--- src/rtl/calc2_pkg.sv ---
// Shared types and the arithmetic kernel for the calc2 request/response port.
package calc2_pkg;

   typedef enum logic [3:0] {
      CMD_NOP = 4'd0,
      CMD_ADD = 4'd1,
      CMD_SUB = 4'd2,
      CMD_SHL = 4'd5,
      CMD_SHR = 4'd6
   } cmd_e;

   typedef enum logic [1:0] {
      RESP_NONE = 2'd0,
      RESP_OK   = 2'd1,
      RESP_ERR  = 2'd2
   } resp_e;

   typedef logic [1:0] tag_t;

   localparam int NUM_TAGS = 4;

   // cmd is kept as raw bits so invalid opcodes survive to the response stage.
   typedef struct packed {
      logic [3:0]  cmd;
      logic [31:0] op1;
      logic [31:0] op2;
      tag_t        tag;
      logic        dup;
   } job_t;

   typedef struct packed {
      resp_e       resp;
      logic [31:0] data;
      tag_t        tag;
   } rsp_t;

   // A duplicate never owns its tag bit, so its response must not clear it.
   typedef struct packed {
      rsp_t        rsp;
      logic        owns_tag;
   } ent_t;

   function automatic logic is_shift(input logic [3:0] cmd);
      return (cmd == CMD_SHL) || (cmd == CMD_SHR);
   endfunction

   function automatic ent_t exec_job(input job_t j);
      ent_t        e;
      logic [32:0] sum;
      e.rsp.resp = RESP_ERR;
      e.rsp.data = '0;
      e.rsp.tag  = j.tag;
      e.owns_tag = !j.dup;
      sum        = {1'b0, j.op1} + {1'b0, j.op2};
      if (!j.dup) begin
         case (j.cmd)
            CMD_ADD: begin
               if (!sum[32]) begin
                  e.rsp.resp = RESP_OK;
                  e.rsp.data = sum[31:0];
               end
            end
            CMD_SUB: begin
               if (j.op2 <= j.op1) begin
                  e.rsp.resp = RESP_OK;
                  e.rsp.data = j.op1 - j.op2;
               end
            end
            CMD_SHL: begin
               e.rsp.resp = RESP_OK;
               e.rsp.data = j.op1 << j.op2[4:0];
            end
            CMD_SHR: begin
               e.rsp.resp = RESP_OK;
               e.rsp.data = j.op1 >> j.op2[4:0];
            end
            default: ;
         endcase
      end
      return e;
   endfunction

endpackage

--- src/rtl/calc2_resp_fifo.sv ---
// Response queue with two push ports (port a is the older result) and one pop.
// Pushes that find no room are refused and reported on drop_a/drop_b.
module calc2_resp_fifo
   import calc2_pkg::*;
#(
   parameter int DEPTH = 4
) (
   input  logic clk,
   input  logic rst_n,
   input  logic push_a,
   input  ent_t data_a,
   input  logic push_b,
   input  ent_t data_b,
   input  logic pop,
   output ent_t head,
   output logic full,
   output logic empty,
   output logic drop_a,
   output logic drop_b
);

   localparam int AW = $clog2(DEPTH);
   localparam int CW = AW + 1;

   ent_t          mem [DEPTH];
   logic [AW-1:0] wr_ptr;
   logic [AW-1:0] rd_ptr;
   logic [CW-1:0] count;

   logic          do_pop;
   logic          acc_a;
   logic          acc_b;
   logic [CW-1:0] space;
   logic [1:0]    n_push;

   assign empty  = (count == '0);
   assign full   = (count == CW'(DEPTH));
   assign head   = mem[rd_ptr];
   assign do_pop = pop && !empty;

   // A same-cycle pop frees one slot for the incoming results.
   always_comb begin
      // NOTE: every signal driven here gets a default first, so no path can infer a latch.
      space  = CW'(DEPTH) - count + CW'(do_pop);
      acc_a  = 1'b0;
      acc_b  = 1'b0;
      if (push_a && space != '0) acc_a = 1'b1;
      if (push_b && space > CW'(acc_a)) acc_b = 1'b1;
      n_push = {1'b0, acc_a} + {1'b0, acc_b};
      drop_a = push_a && !acc_a;
      drop_b = push_b && !acc_b;
   end

   // NOTE: storage is not reset; only the pointers and count define which entries are valid.
   always_ff @(posedge clk) begin
      if (acc_a) mem[wr_ptr] <= data_a;
      if (acc_b) mem[wr_ptr + AW'(acc_a)] <= data_b;
   end

   always_ff @(posedge clk or negedge rst_n) begin
      if (!rst_n) begin
         wr_ptr <= '0;
         rd_ptr <= '0;
         count  <= '0;
      end else begin
         wr_ptr <= wr_ptr + AW'(n_push);
         if (do_pop) rd_ptr <= rd_ptr + AW'(1);
         count  <= count + CW'(n_push) - CW'(do_pop);
      end
   end

endmodule

--- src/rtl/calc2_port_responder.sv ---
// One calc2 port: two-cycle command capture, add/sub and shift pipes of
// different depths, a response queue and one-cycle tagged responses.
module calc2_port_responder
   import calc2_pkg::*;
#(
   parameter int ADD_LAT   = 2,
   parameter int SHIFT_LAT = 4,
   parameter int RQ_DEPTH  = 4
) (
   input  logic        c_clk,
   input  logic        reset,
   input  logic [3:0]  req_cmd_in,
   input  logic [31:0] req_data_in,
   input  logic [1:0]  req_tag_in,
   output logic [1:0]  out_resp,
   output logic [31:0] out_data,
   output logic [1:0]  out_tag,
   output logic        err_o
);

   // With distinct latencies the deeper pipe always holds the older job on a tie.
   localparam bit SHIFT_OLDER = (SHIFT_LAT > ADD_LAT);

   typedef enum logic {ST_IDLE, ST_OP2} state_e;

   state_e              state;
   logic [3:0]          cmd_q;
   logic [31:0]         op1_q;
   tag_t                tag_q;
   logic [NUM_TAGS-1:0] inflight;

   job_t                job;
   ent_t                job_res;
   logic                dispatch;
   logic                to_shift;
   logic                to_add;

   logic                add_v [ADD_LAT];
   ent_t                add_q [ADD_LAT];
   logic                sh_v  [SHIFT_LAT];
   ent_t                sh_q  [SHIFT_LAT];

   logic                push_a, push_b;
   ent_t                data_a, data_b;
   ent_t                head;
   logic                q_full, q_empty;
   logic                drop_a, drop_b;
   logic                pop;
   logic [NUM_TAGS-1:0] set_vec, clr_vec;

   // The operand2 cycle is the dispatch cycle; req_cmd_in is not looked at here.
   always_ff @(posedge c_clk or negedge reset) begin
      if (!reset) begin
         state <= ST_IDLE;
         cmd_q <= '0;
         op1_q <= '0;
         tag_q <= '0;
      end else begin
         // NOTE: sequential state uses non-blocking assignments so every flop samples pre-edge values.
         case (state)
            ST_IDLE: begin
               if (req_cmd_in != CMD_NOP) begin
                  cmd_q <= req_cmd_in;
                  op1_q <= req_data_in;
                  tag_q <= req_tag_in;
                  state <= ST_OP2;
               end
            end
            ST_OP2:  state <= ST_IDLE;
            default: state <= ST_IDLE;
         endcase
      end
   end

   assign dispatch = (state == ST_OP2);

   always_comb begin
      job.cmd = cmd_q;
      job.op1 = op1_q;
      job.op2 = req_data_in;
      job.tag = tag_q;
      job.dup = inflight[tag_q];
   end

   assign job_res  = exec_job(job);
   assign to_shift = dispatch && !job.dup && is_shift(cmd_q);
   assign to_add   = dispatch && !to_shift;

   always_ff @(posedge c_clk or negedge reset) begin
      if (!reset) begin
         for (int i = 0; i < ADD_LAT; i++) begin
            add_v[i] <= 1'b0;
            add_q[i] <= '0;
         end
      end else begin
         add_v[0] <= to_add;
         add_q[0] <= job_res;
         for (int i = 1; i < ADD_LAT; i++) begin
            add_v[i] <= add_v[i-1];
            add_q[i] <= add_q[i-1];
         end
      end
   end

   always_ff @(posedge c_clk or negedge reset) begin
      if (!reset) begin
         for (int i = 0; i < SHIFT_LAT; i++) begin
            sh_v[i] <= 1'b0;
            sh_q[i] <= '0;
         end
      end else begin
         sh_v[0] <= to_shift;
         sh_q[0] <= job_res;
         for (int i = 1; i < SHIFT_LAT; i++) begin
            sh_v[i] <= sh_v[i-1];
            sh_q[i] <= sh_q[i-1];
         end
      end
   end

   assign push_a = SHIFT_OLDER ? sh_v[SHIFT_LAT-1] : add_v[ADD_LAT-1];
   assign data_a = SHIFT_OLDER ? sh_q[SHIFT_LAT-1] : add_q[ADD_LAT-1];
   assign push_b = SHIFT_OLDER ? add_v[ADD_LAT-1] : sh_v[SHIFT_LAT-1];
   assign data_b = SHIFT_OLDER ? add_q[ADD_LAT-1] : sh_q[SHIFT_LAT-1];

   calc2_resp_fifo #(
      .DEPTH (RQ_DEPTH)
   ) u_fifo (
      .clk    (c_clk),
      .rst_n  (reset),
      .push_a (push_a),
      .data_a (data_a),
      .push_b (push_b),
      .data_b (data_b),
      .pop    (pop),
      .head   (head),
      .full   (q_full),
      .empty  (q_empty),
      .drop_a (drop_a),
      .drop_b (drop_b)
   );

   assign pop = !q_empty;

   // Tag bits are released when the response is driven or when the result is dropped.
   always_comb begin
      set_vec = '0;
      clr_vec = '0;
      if (dispatch && !job.dup) set_vec[tag_q] = 1'b1;
      if (pop && head.owns_tag) clr_vec[head.rsp.tag] = 1'b1;
      if (drop_a && data_a.owns_tag) clr_vec[data_a.rsp.tag] = 1'b1;
      if (drop_b && data_b.owns_tag) clr_vec[data_b.rsp.tag] = 1'b1;
   end

   always_ff @(posedge c_clk or negedge reset) begin
      if (!reset) begin
         out_resp <= '0;
         out_data <= '0;
         out_tag  <= '0;
         err_o    <= 1'b0;
         inflight <= '0;
      end else begin
         if (pop) begin
            out_resp <= head.rsp.resp;
            out_data <= head.rsp.data;
            out_tag  <= head.rsp.tag;
         end else begin
            out_resp <= '0;
            out_data <= '0;
            out_tag  <= '0;
         end
         inflight <= (inflight & ~clr_vec) | set_vec;
         if (drop_a || drop_b) err_o <= 1'b1;
      end
   end

   a_resp_legal: assert property (@(posedge c_clk) disable iff (!reset)
      out_resp != 2'd3);

   a_data_zero: assert property (@(posedge c_clk) disable iff (!reset)
      (out_resp != RESP_OK) |-> (out_data == '0));

endmodule

--- config.mk ---
export PLATFORM = sky130hd
export DESIGN_NAME = calc2_port_responder
export DESIGN_NICKNAME = d
export VERILOG_FILES = /design/src/rtl/calc2_pkg.sv /design/src/rtl/calc2_resp_fifo.sv /design/src/rtl/calc2_port_responder.sv
export SDC_FILE = /design/constraint.sdc
export NUM_CORES = 1
export LEC_CHECK = 0
export CORE_MARGIN = 2
export CORE_UTILIZATION = 62
export DETAILED_ROUTE_END_ITERATION = 8
export PLACE_DENSITY_LB_ADDON = 0.3
export SLEW_MARGIN = 10
export SYNTH_ARGS = -nofsm -noshare
export SYNTH_HDL_FRONTEND = slang
export SYNTH_SLANG_ARGS = --single-unit
--- constraint.sdc ---
create_clock -name c_clk -period 5.7 [get_ports c_clk]
set_clock_uncertainty 0.05 [all_clocks]
set_input_delay 1.14 -clock c_clk [delete_from_list [all_inputs] [get_ports c_clk]]
set_output_delay 1.14 -clock c_clk [all_outputs]
set_load 0.005 [all_outputs]
==> flow_metrics.tcl <==
set metrics [dict create \
    grt_usage_pct 35.5 \
    vias 16300 \
    cp-start-kind "input port" \
    yosys_most_used_dff "dfrtp_1" \
    cts_tree "done" \
    core_sq_mm 0.0344 \
    fin_crit_sh_pct 79.8 \
    grt_pass1_wl_microns 97300 \
    report.power.total_mw 11.2 \
    clkSinkCount 389 \
    h-tree-depth 2 \
    synthCells 1901 \
    clock_latency_ns 0.57 \
    power_density_mw_per_mm2 465 \
    dp_cells 2352 \
    clk_pin_slew_ns 0.06 \
    status "finished with violations" \
    synth_edf_count 148 \
    worstSetupPathType "in2reg" \
    fin_nets 2055 \
    required_ns 6.08 \
    reg2reg_depth 10 \
    grt_antenna_before_repair 1 \
    cts_resized 0 \
    setup_viol 0 \
    hp-class "reg2reg" \
    tightest_slew_ns 1.36 \
    via_per_inst 6.71 \
    ys_async_sr_fraction_pct 62.0 \
    r2r_start "u_fifo.count[0]" \
    chipHeight_microns 190 \
    drtAntennaViolNets 0 \
    synth.distinct_cells 85 \
    die_w_microns 190 \
    first_pass_iters 9 \
    r2r-end "u_fifo.mem[2][27]" \
    cts_buffer_depth 3 \
    drc 2 \
    yosys_warnings 0 \
    grt_pass1_vias 16400 \
    final_common_cell "dfrtp_1" \
    ios 77 \
    die_area_sq_mm 0.0362 \
    final_cells 2426 \
    start_util_pct 62.6 \
    area_delta_synth_final_pct 11.7 \
    cts_setup_buffers 0 \
    root_buffer "clkbuf_16" \
    gp_congestion 1.00 \
    setup_tns_ns 0 \
    maxSlewHeadroom_pct 9.06 \
    p_leak_nw 9.91 \
    diodes 0 \
    violations "DRC" \
    hold_ws_ns 0.290 \
    routed_wirelength_microns 63800 \
    grt_overflow_total 0 \
    rows 68 \
    syn-num-nets 2017 \
    end_kind "flop" \
    cp_max_fo 20 \
    drt_iter0_drc 1661 \
    ys_seq_area_share_pct 48.7 \
    hold_viol 0 \
    wl_per_cell_microns 26.3 \
    mostFrequentLayoutCells "dfrtp_1 (240), mux2_2 (190), edfxtp_1 (148)" \
    crit_start "req_data_in[11]" \
    cp-endpoint "sh_q[126]" \
    portBuffers 76 \
    drive_gt1_share_pct 19.6 \
    ys_ff_latch 389 \
    worstPathArrival_ns 4.93 \
    r2r_setup_slack_ns 1.51 \
    dpl.hpwl_microns 41300 \
    slew_violations 0 \
    syn_area_sq_mm 0.0215 \
    maxCapViolCount 0 \
    hold_buffers 0 \
    clock.fmax_mhz 220 \
    avgSynthCellArea_sq_um 11.3 \
    peakVddDrop_mv 0.449 \
    period_minus_slack_ns 4.55 \
    cts_made_buffers 40 \
    rsz0062_at_grt "no" \
    grt_start_max_net_pins 117 \
]
## sequential cells by signal, indices dropped and copies added (netlist names)
name,cells
op1_q,32
push_a,1
sh_v,3
add_v,1
data_a,37
cmd_q,4
dispatch,1
u_fifo.wr_ptr,2
out_data,32
inflight,4
u_fifo.rd_ptr,2
sh_q,111
out_tag,2
u_fifo.mem,148
u_fifo.count,3
tag_q,2
push_b,1
out_resp,2
err_o,1
## routing by layer
metal / vias to the layer above / GRT usage, % / wire length, microns
met3: 148 / 4.86 / 4800
met4: 2 / 14.2 / 2280
li1: 7125 / - / -
met1: 8196 / 47.4 / 25100
met2: 815 / 59.2 / 31600
met5: - / 0 / 13
## metrics by stage
step	worst slack [ns]	utilization, %	instance area [sq um]
after floorplan	1.07	-	21500
after global placement	0.748	66.2	22800
after detailed placement	0.713	66.2	22800
after CTS	1.31	69.9	24000
after global routing	0.987	69.9	24000
final	1.15	69.9	24000
## final cells by class
type,instances,area (sq um)
Multi-Input combinational cell,1304,10200
Inverter,89,337
Clock inverter,16,155
Sequential cell,389,10500
Tap cell,455,569
Fill cell,2386,10300
Clock buffer,58,1110
Timing Repair Buffer,115,1140
## logic make-up after synthesis
family | synth area share [%]
flip-flops | 48.7
AO/OA/AOI/OAI | 14.8
adder cells (fa/ha/maj) | 4.57
AND/OR/NAND/NOR | 9.30
XOR/XNOR | 1.22
buffers and inverters | 3.98
multiplexers | 17.5
## cell usage after synthesis (all sizes together), types with 37 or more instances
library cell	number	share of area (%)
mux2	190	9.9
o21ai	125	2.9
inv	87	1.5
mux4	52	5.4
nand2	112	2.0
dfrtp	241	28
a21oi	133	3.1
o22ai	37	1.1
edfxtp	148	21
and2	43	1.3
buf	60	1.4
ha	73	4.2
clkbuf	59	1.0
mux2i	45	2.1
nor2	125	2.2
## power by group
part | switching (mW) | leakage (nW) | internal, mW
registers | 0.472 | 4.51 | 3.71
clock network | 1.12 | 0.599 | 1.46
logic | 2.52 | 4.80 | 1.90
total | 4.11 | 9.91 | 7.06
## worst min path at each step
stage / start / endpoint / slack (ns) / depth (start not counted)
after detailed placement: sh_q[55] / data_a[18] / 0.28 / 0
after global routing: sh_q[65] / data_a[28] / 0.30 / 0
final: sh_q[120] / sh_q[83] / 0.29 / 0
after global placement: sh_q[46] / data_a[9] / 0.28 / 0
after CTS: sh_q[120] / sh_q[83] / 0.29 / 0
after floorplan: sh_q[37] / data_a[0] / 0.28 / 0
## critical path, cell delays in order
cell	delay, ns
clkdlybuf4s50_1	0.50
inv_1	0.05
ha_1	0.45
nor4_2	0.50
a311oi_1	0.20
o31ai_1	0.63
o2111ai_1	0.25
or3b_1	0.30
buf_4	0.32
o22ai_1	0.12
o21ai_1	0.30
a21oi_1	0.14
Note: power is estimated with default switching activity, not from simulation.
